<file path="src/rtl/six_bit_one_to_three_demux_reg_module_pkg.sv">
// Shared definitions for the 6-bit 1:3 registered demux: select encoding,
// default widths and a small saturating-increment helper.
package six_bit_one_to_three_demux_reg_module_pkg;

  localparam int unsigned WIDTH_DEF = 6;
  localparam int unsigned CNT_W_DEF = 8;
  localparam int unsigned NUM_CH    = 3;

  // Destination select; SEL_BAD words are accepted and dropped.
  typedef enum logic [1:0] {
    SEL_CH0 = 2'd0,
    SEL_CH1 = 2'd1,
    SEL_CH2 = 2'd2,
    SEL_BAD = 2'd3
  } sel_e;

  // Increment that sticks at all-ones instead of wrapping.
  function automatic logic [CNT_W_DEF-1:0] sat_inc8(input logic [CNT_W_DEF-1:0] v);
    return (v == '1) ? v : v + 1'b1;
  endfunction

endpackage

</file>
<file path="src/rtl/six_bit_one_to_three_demux_reg_module_slot.sv">
// One-entry output slot: holds a single word with its valid flag.
// Load wins over drain, so load + drain in one cycle replaces the word
// without a bubble.
module six_bit_out_slot_module #(
  parameter int unsigned WIDTH = 6
) (
  input  logic             clk,
  input  logic             reset,
  input  logic             load,
  input  logic [WIDTH-1:0] load_data,
  input  logic             ready,
  output logic             valid,
  output logic [WIDTH-1:0] data
);

  logic             valid_q, valid_d;
  logic [WIDTH-1:0] data_q,  data_d;

  // Next-state: load takes priority; otherwise a drain clears valid.
  always_comb begin
    valid_d = valid_q;
    data_d  = data_q;
    if (load) begin
      valid_d = 1'b1;
      data_d  = load_data;
    end else if (valid_q && ready) begin
      valid_d = 1'b0;
    end
  end

  // Slot register with asynchronous clear.
  always_ff @(posedge clk or posedge reset) begin
    if (reset) begin
      valid_q <= 1'b0;
      data_q  <= '0;
    end else begin
      valid_q <= valid_d;
      data_q  <= data_d;
    end
  end

  assign valid = valid_q;
  assign data  = data_q;

endmodule

</file>
<file path="src/rtl/six_bit_one_to_three_demux_reg_module.sv">
// 6-bit 1:3 registered demux. Steers an input word to one of three
// one-entry output slots by in_sel; sel=3 words are dropped, flagged on
// err_pulse one cycle later and counted in a saturating drop counter.
module six_bit_one_to_three_demux_reg_module
  import six_bit_one_to_three_demux_reg_module_pkg::*;
#(
  parameter int unsigned WIDTH = WIDTH_DEF,
  parameter int unsigned CNT_W = CNT_W_DEF
) (
  input  logic             clk,
  input  logic             reset,
  input  logic [WIDTH-1:0] in_data,
  input  logic [1:0]       in_sel,
  input  logic             in_valid,
  output logic             in_ready,
  output logic [WIDTH-1:0] out0_data,
  output logic [WIDTH-1:0] out1_data,
  output logic [WIDTH-1:0] out2_data,
  output logic             out0_valid,
  output logic             out1_valid,
  output logic             out2_valid,
  input  logic             out0_ready,
  input  logic             out1_ready,
  input  logic             out2_ready,
  output logic             err_pulse,
  output logic [CNT_W-1:0] drop_cnt
);

  sel_e                sel;
  logic [NUM_CH-1:0]   ch_ready;
  logic [NUM_CH-1:0]   ch_valid;
  logic [NUM_CH-1:0]   ch_free;
  logic [NUM_CH-1:0]   load;
  logic                drop;
  logic [WIDTH-1:0]    ch_data [NUM_CH];

  logic                err_q, err_d;
  logic [CNT_W-1:0]    cnt_q, cnt_d;

  assign sel      = sel_e'(in_sel);
  assign ch_ready = {out2_ready, out1_ready, out0_ready};
  // A slot can take a word if it is empty or being drained this cycle.
  assign ch_free  = ~ch_valid | ch_ready;

  // in_ready depends only on in_sel and the target slot; held low in reset.
  always_comb begin
    in_ready = 1'b0;
    if (!reset) begin
      unique case (sel)
        SEL_CH0: in_ready = ch_free[0];
        SEL_CH1: in_ready = ch_free[1];
        SEL_CH2: in_ready = ch_free[2];
        SEL_BAD: in_ready = 1'b1;
      endcase
    end
  end

  // Select decode: one load strobe per slot plus the drop strobe.
  always_comb begin
    load = '0;
    drop = 1'b0;
    if (in_valid && in_ready) begin
      unique case (sel)
        SEL_CH0: load[0] = 1'b1;
        SEL_CH1: load[1] = 1'b1;
        SEL_CH2: load[2] = 1'b1;
        SEL_BAD: drop    = 1'b1;
      endcase
    end
  end

  for (genvar g = 0; g < NUM_CH; g++) begin : g_slot
    six_bit_out_slot_module #(
      .WIDTH (WIDTH)
    ) u_slot (
      .clk       (clk),
      .reset     (reset),
      .load      (load[g]),
      .load_data (in_data),
      .ready     (ch_ready[g]),
      .valid     (ch_valid[g]),
      .data      (ch_data[g])
    );
  end

  assign out0_valid = ch_valid[0];
  assign out1_valid = ch_valid[1];
  assign out2_valid = ch_valid[2];
  assign out0_data  = ch_data[0];
  assign out1_data  = ch_data[1];
  assign out2_data  = ch_data[2];

  // Error pulse follows each accepted drop; counter saturates at all-ones.
  always_comb begin
    err_d = drop;
    cnt_d = cnt_q;
    if (drop && (cnt_q != '1)) begin
      cnt_d = cnt_q + 1'b1;
    end
  end

  // Error/drop-count registers with asynchronous clear.
  always_ff @(posedge clk or posedge reset) begin
    if (reset) begin
      err_q <= 1'b0;
      cnt_q <= '0;
    end else begin
      err_q <= err_d;
      cnt_q <= cnt_d;
    end
  end

  assign err_pulse = err_q;
  assign drop_cnt  = cnt_q;

endmodule

</file>
<file path="config.mk">
export PLATFORM = sky130hd
export DESIGN_NAME = six_bit_one_to_three_demux_reg_module
export DESIGN_NICKNAME = d
export VERILOG_FILES = /design/src/rtl/six_bit_one_to_three_demux_reg_module_pkg.sv /design/src/rtl/six_bit_one_to_three_demux_reg_module_slot.sv /design/src/rtl/six_bit_one_to_three_demux_reg_module.sv
export SDC_FILE = /design/constraint.sdc
export NUM_CORES = 1
export LEC_CHECK = 0
export ABC_CLOCK_PERIOD_IN_PS = 2000
export CAP_MARGIN = 20
export CORE_MARGIN = 2
export CORE_UTILIZATION = 44
export DETAILED_ROUTE_END_ITERATION = 8
export PLACE_DENSITY = 0.77
export SKIP_CTS_REPAIR_TIMING = 1
export SLEW_MARGIN = 25
export SYNTH_ARGS = -nofsm -noshare
export SYNTH_HDL_FRONTEND = slang
export SYNTH_SLANG_ARGS = --single-unit
</file>
<file path="constraint.sdc">
create_clock -name clk -period 2 [get_ports clk]
set_input_delay 0.5 -clock clk [delete_from_list [all_inputs] [get_ports clk]]
set_output_delay 0.5 -clock clk [all_outputs]
set_load 0.1 [all_outputs]
</file>
Yosys cells after proc, flatten, opt, wreduce, memory -nomap -nowiden
Cells that the tools add are included.
Widths: inputs -> output; s select.
- $add $sub $neg: 1
- equality and inequality tests: 4
- multiplexer cells: 14
- bitwise logic cells: 2
- reduce and logical (&&, ||, !) cells: 9
- operators with widths (operator ; number):
    $mux 1 ; 12
    $add 8x1->8 const B ; 1
    $ne 8x8->1 const B ; 1
    $reduce_bool 2->1 ; 3
    $logic_and 1x1->1 ; 5
    $eq 2x2->1 const B ; 2
    $pmux 1 s4 ; 1
    $mux 3 ; 1
    $not 3->3 ; 1
    $or 3x3->3 ; 1
    $eq 2x1->1 const B ; 1
    $logic_not 2->1 ; 1
- register bits: 30
- bits of input ports: 14
- output and inout port bits: 31

Depth between registers and ports, before layout
- depth after elaboration: 7
- mapped depth: 5
- mapped depth without buffers: 4

By module
A second synthesis with hierarchy kept.
- cell total of the unflattened synthesis: 102
- area total of the unflattened synthesis: 1413.9 sq um
- modules (own cells, without submodules) (module ; times used ; cells an instance ; area each (sq um) ; seq. area each (sq um)):
    six_bit_out_slot_module ; 3 ; 17 ; 292.8 ; 175.2
    six_bit_one_to_three_demux_reg_module ; 1 ; 51 ; 535.5 ; 225.2

Worst setup path before layout
No wires, ideal clock.
- path type: register -> output
- start point: register g_slot[1].u_slot.valid_q
- end point: output in_ready
- arrival: 5753 ps
- required time: 1500 ps
- setup slack: -4253 ps
- stages on the path, launching flop included: 4
- path buffers: 0
- cells stage by stage: dfrtp_1 -> nand2b_1 -> nor3b_1 -> a2111oi_0
- word-level cells in the longest chain between the ends: 4
- ends and longest elaborated chain (what ; RTL line ; text):
    start: declaration ; six_bit_one_to_three_demux_reg_module_slot.sv:16 ; logic valid_q, valid_d;
    start signal: assignment ; six_bit_one_to_three_demux_reg_module_slot.sv:37 ; valid_q <= valid_d;
    $not 3->3 ; six_bit_one_to_three_demux_reg_module.sv:43 ; assign ch_free = ~ch_valid | ch_ready;
    $or 3x3->3 ; six_bit_one_to_three_demux_reg_module.sv:43 ;
    $pmux 1 s4 ; six_bit_one_to_three_demux_reg_module.sv:49 ; unique case (sel)
    $mux 1 ; six_bit_one_to_three_demux_reg_module.sv:48 ; if (!reset) begin
    end: declaration ; six_bit_one_to_three_demux_reg_module.sv:15 ; output logic in_ready,
No other way between the ends.

Worst setup path after layout
- start point: register g_slot[0].u_slot.valid_q
- end point: output in_ready
- word-level cells in the longest chain between the ends: 4
- ends and longest elaborated chain (what ; RTL line):
    start: declaration ; six_bit_one_to_three_demux_reg_module_slot.sv:16
    start signal: assignment ; six_bit_one_to_three_demux_reg_module_slot.sv:37
    $not 3->3 ; six_bit_one_to_three_demux_reg_module.sv:43
    $or 3x3->3 ; six_bit_one_to_three_demux_reg_module.sv:43
    $pmux 1 s4 ; six_bit_one_to_three_demux_reg_module.sv:49
    $mux 1 ; six_bit_one_to_three_demux_reg_module.sv:48
No other way between the ends.

==> impl_metrics.yaml <==
run_status:
  status: "complete, but fails checks"
  violations: "setup timing"
setup_path:
  crit_required_ps: 1500
  r2r_start: "drop_cnt[0]"
  rrSetupSlack_ps: 320
  setup.worst_path.start_class: "flip-flop"
  crit_path_max_fanout: 3
  end_kind: "primary output"
  reg2reg_to: "drop_cnt[5]"
  critical_path_class: "reg2out"
  r2r_cells: 4
  cp.arrival_ps: 1540
  startpoint: "g_slot[0].u_slot.valid"
global_route:
  met2_usage: 0.3140
  grt_use_met1: 0.2535
  grt_usage: 0.1980
  use_met3: 0.05895
  grt-busiest-layer: "met2"
  grt_max_degree: 17
  grt_pass1_wl_um: 5085
  grt.overflow.total: 0
  antenna_found_initial: 0
  grt_pass1_vias: 1104
power_and_ir_drop:
  power.switching_uw: 1432
  leakagePower_uw: 0.001040
  p_clk_frac: 0.137
  switching_share: 0.5149
  ir_drop_v: 0.001184
  pwr-share-seq: 0.312
  power.density_nw_per_um2: 1289
  internal_power_uw: 1349
  pwr-share-comb: 0.551
worst_hold_path:
  hold_class: "in2async"
synthesis:
  synth-seq-area-share: 0.5602
  ys_ff_latch: 30
  synth_top_area_cell: "dfrtp_1"
  synthArstFlopShare: 1.000
  ys_top_cells_by_area: "dfrtp_1 (56%), mux2_2 (14%), mux2_1 (2.5%)"
  synth.distinct_cells: 30
  synth_ff_type: "dfrtp_1"
  syn_area_per_cell_um2: 13.96
  netlist_area_um2: 1340
  synth_fp_nets: 111
  synth.top_cells.by_count: "dfrtp_1 (30), mux2_2 (17), nand2_1 (4)"
  synth.most_common_cell: "dfrtp_1"
  synthCells: 96
  synth_top_cell_area_share: 0.5602
  yosysWarnings: 0
  synth_edf_count: 0
timing:
  worst_slack_ps: -37.61
  fin_crit_sh: 1.019
  finalClockSkew_ps: 10.25
  hold_slack_ps: 463.4
  rsz0062_at_grt: "yes"
  hold_viol: 0
  fmax_mhz: 490.8
  slew_violations: 0
  tightest_slew_ps: 412.5
  fin_crit_ps: 2038
  relSlewSlack: 0.7179
  finalSetupViolCount: 1
floorplan:
  io_pins: 45
  start_util: 0.4500
  rows: 20
  die_area_um2: 3503
  fp.dieH_um: 59.19
  die_x_um: 59.19
  fp.coreArea_um2: 2978
clock_network:
  clk_pin_slew_ps: 100
  root_buffer: "clkbuf_4"
  numCtsBuffers: 5
  h-tree-depth: 2
  cts.sinks: 30
  clock_path_buffers: 2
  cts_tree: "done"
  insertion_delay_ps: 330
route:
  wirelength_um: 3134
  drc: 0
  vias: 1009
  ant_nets: 0
  vias_per_cell: 5.255
  wl_per_cell_um: 16.32
  first_pass_iters: 4
  drtIter0Drc: 36
cells_and_area:
  antenna_cells: 0
  layoutNonFillerInstCount: 192
  final_area_um2: 2157
  synthToLayoutAreaGrowth_pct: 60.97
  drive_above_1_share: 0.5472
  layout.nets: 173
placed_design:
  place_inst: 183
  place_area_um2: 2056
  portBuffers: 44
  dp_hpwl_um: 2322
  finalWeightedCongestion: 0.8461
job:
  cap_violations: 0
-- per-layer routing --
metal  vias up  routed length (um)  part of all wire
li1        470                   -                 -
met2        26                1624              0.52
met3         7                 123             0.039
met1       506                1319              0.42
met5         -                   0                 0
met4         0                  66             0.021
-- cell type report --
class	count	area, um^2
sequential	30	762.0
tap	33	41.29
fill	197	820.8
multi-input combinational	60	613.1
clock buffer	8	58.81
inverter	3	11.26
timing repair buffer	58	670.6
-- state kept, by name, summed over array words and instances (netlist names) --
signal	cells
drop_cnt	8
g_slot.u_slot.valid	3
g_slot.u_slot.data	18
err_pulse	1
-- how the worst max path moves through the flow --
stage                to  slack [ps]  depth (start not counted)
6_report       in_ready         -40                          3
5_1_grt        in_ready        -120                          3
4_1_cts        in_ready        -370                          5
3_5_place_dp   in_ready        -360                          5
3_3_place_gp   in_ready        -310                          5
2_1_floorplan  in_ready        -490                          3
-- power groups by stage --
stage | Sequential (uW) | Clock [uW] | Combinational [uW]
2_1_floorplan | 1730 | 0 | 183
3_3_place_gp | 868 | 0 | 1520
3_5_place_dp | 877 | 0 | 1540
4_1_cts | 867 | 391 | 1540
5_1_grt | 885 | 423 | 1580
6_report | 867 | 380 | 1530
-- placed cells by master (no fill, tap or decap), types with 4 or more instances in the layout --
cell and instances:
buf_4 28, dfrtp_1 25, mux2_2 17, buf_12 15, clkdlybuf4s50_1 7, clkbuf_4 5, dlymetal6s2s_1 5, nand2_1 4
-- cell families after synthesis --
| logic type | Yosys count | synth area share |
|---|---|---|
| xor+xnor | 4 | 0.02615 |
| simple gates | 26 | 0.1606 |
| compound gates | 8 | 0.04295 |
| flops | 30 | 0.5602 |
| mux | 21 | 0.1755 |
| buf+inv | 6 | 0.02521 |
| fa+ha+maj | 1 | 0.009336 |
-- through the flow --
step / setup TNS (ps) / utilization / power [uW] / setup slack [ps]
2_1_floorplan: -490.8 / - / 1916 / -490.8
3_3_place_gp: -2008 / 0.6903 / 2383 / -314.2
3_5_place_dp: -3215 / 0.6903 / 2415 / -360.0
4_1_cts: -365.0 / 0.7101 / 2797 / -365.0
5_1_grt: -121.5 / 0.7244 / 2883 / -121.5
6_report: -37.61 / 0.7244 / 2780 / -37.61
-- critical path, stage by stage, from the launching register on --
cell and delay (ps):
dfrtp_4 500, nor2b_4 150, a2111oi_4 340, buf_12 220
Note: power is estimated with default switching activity, not from simulation.
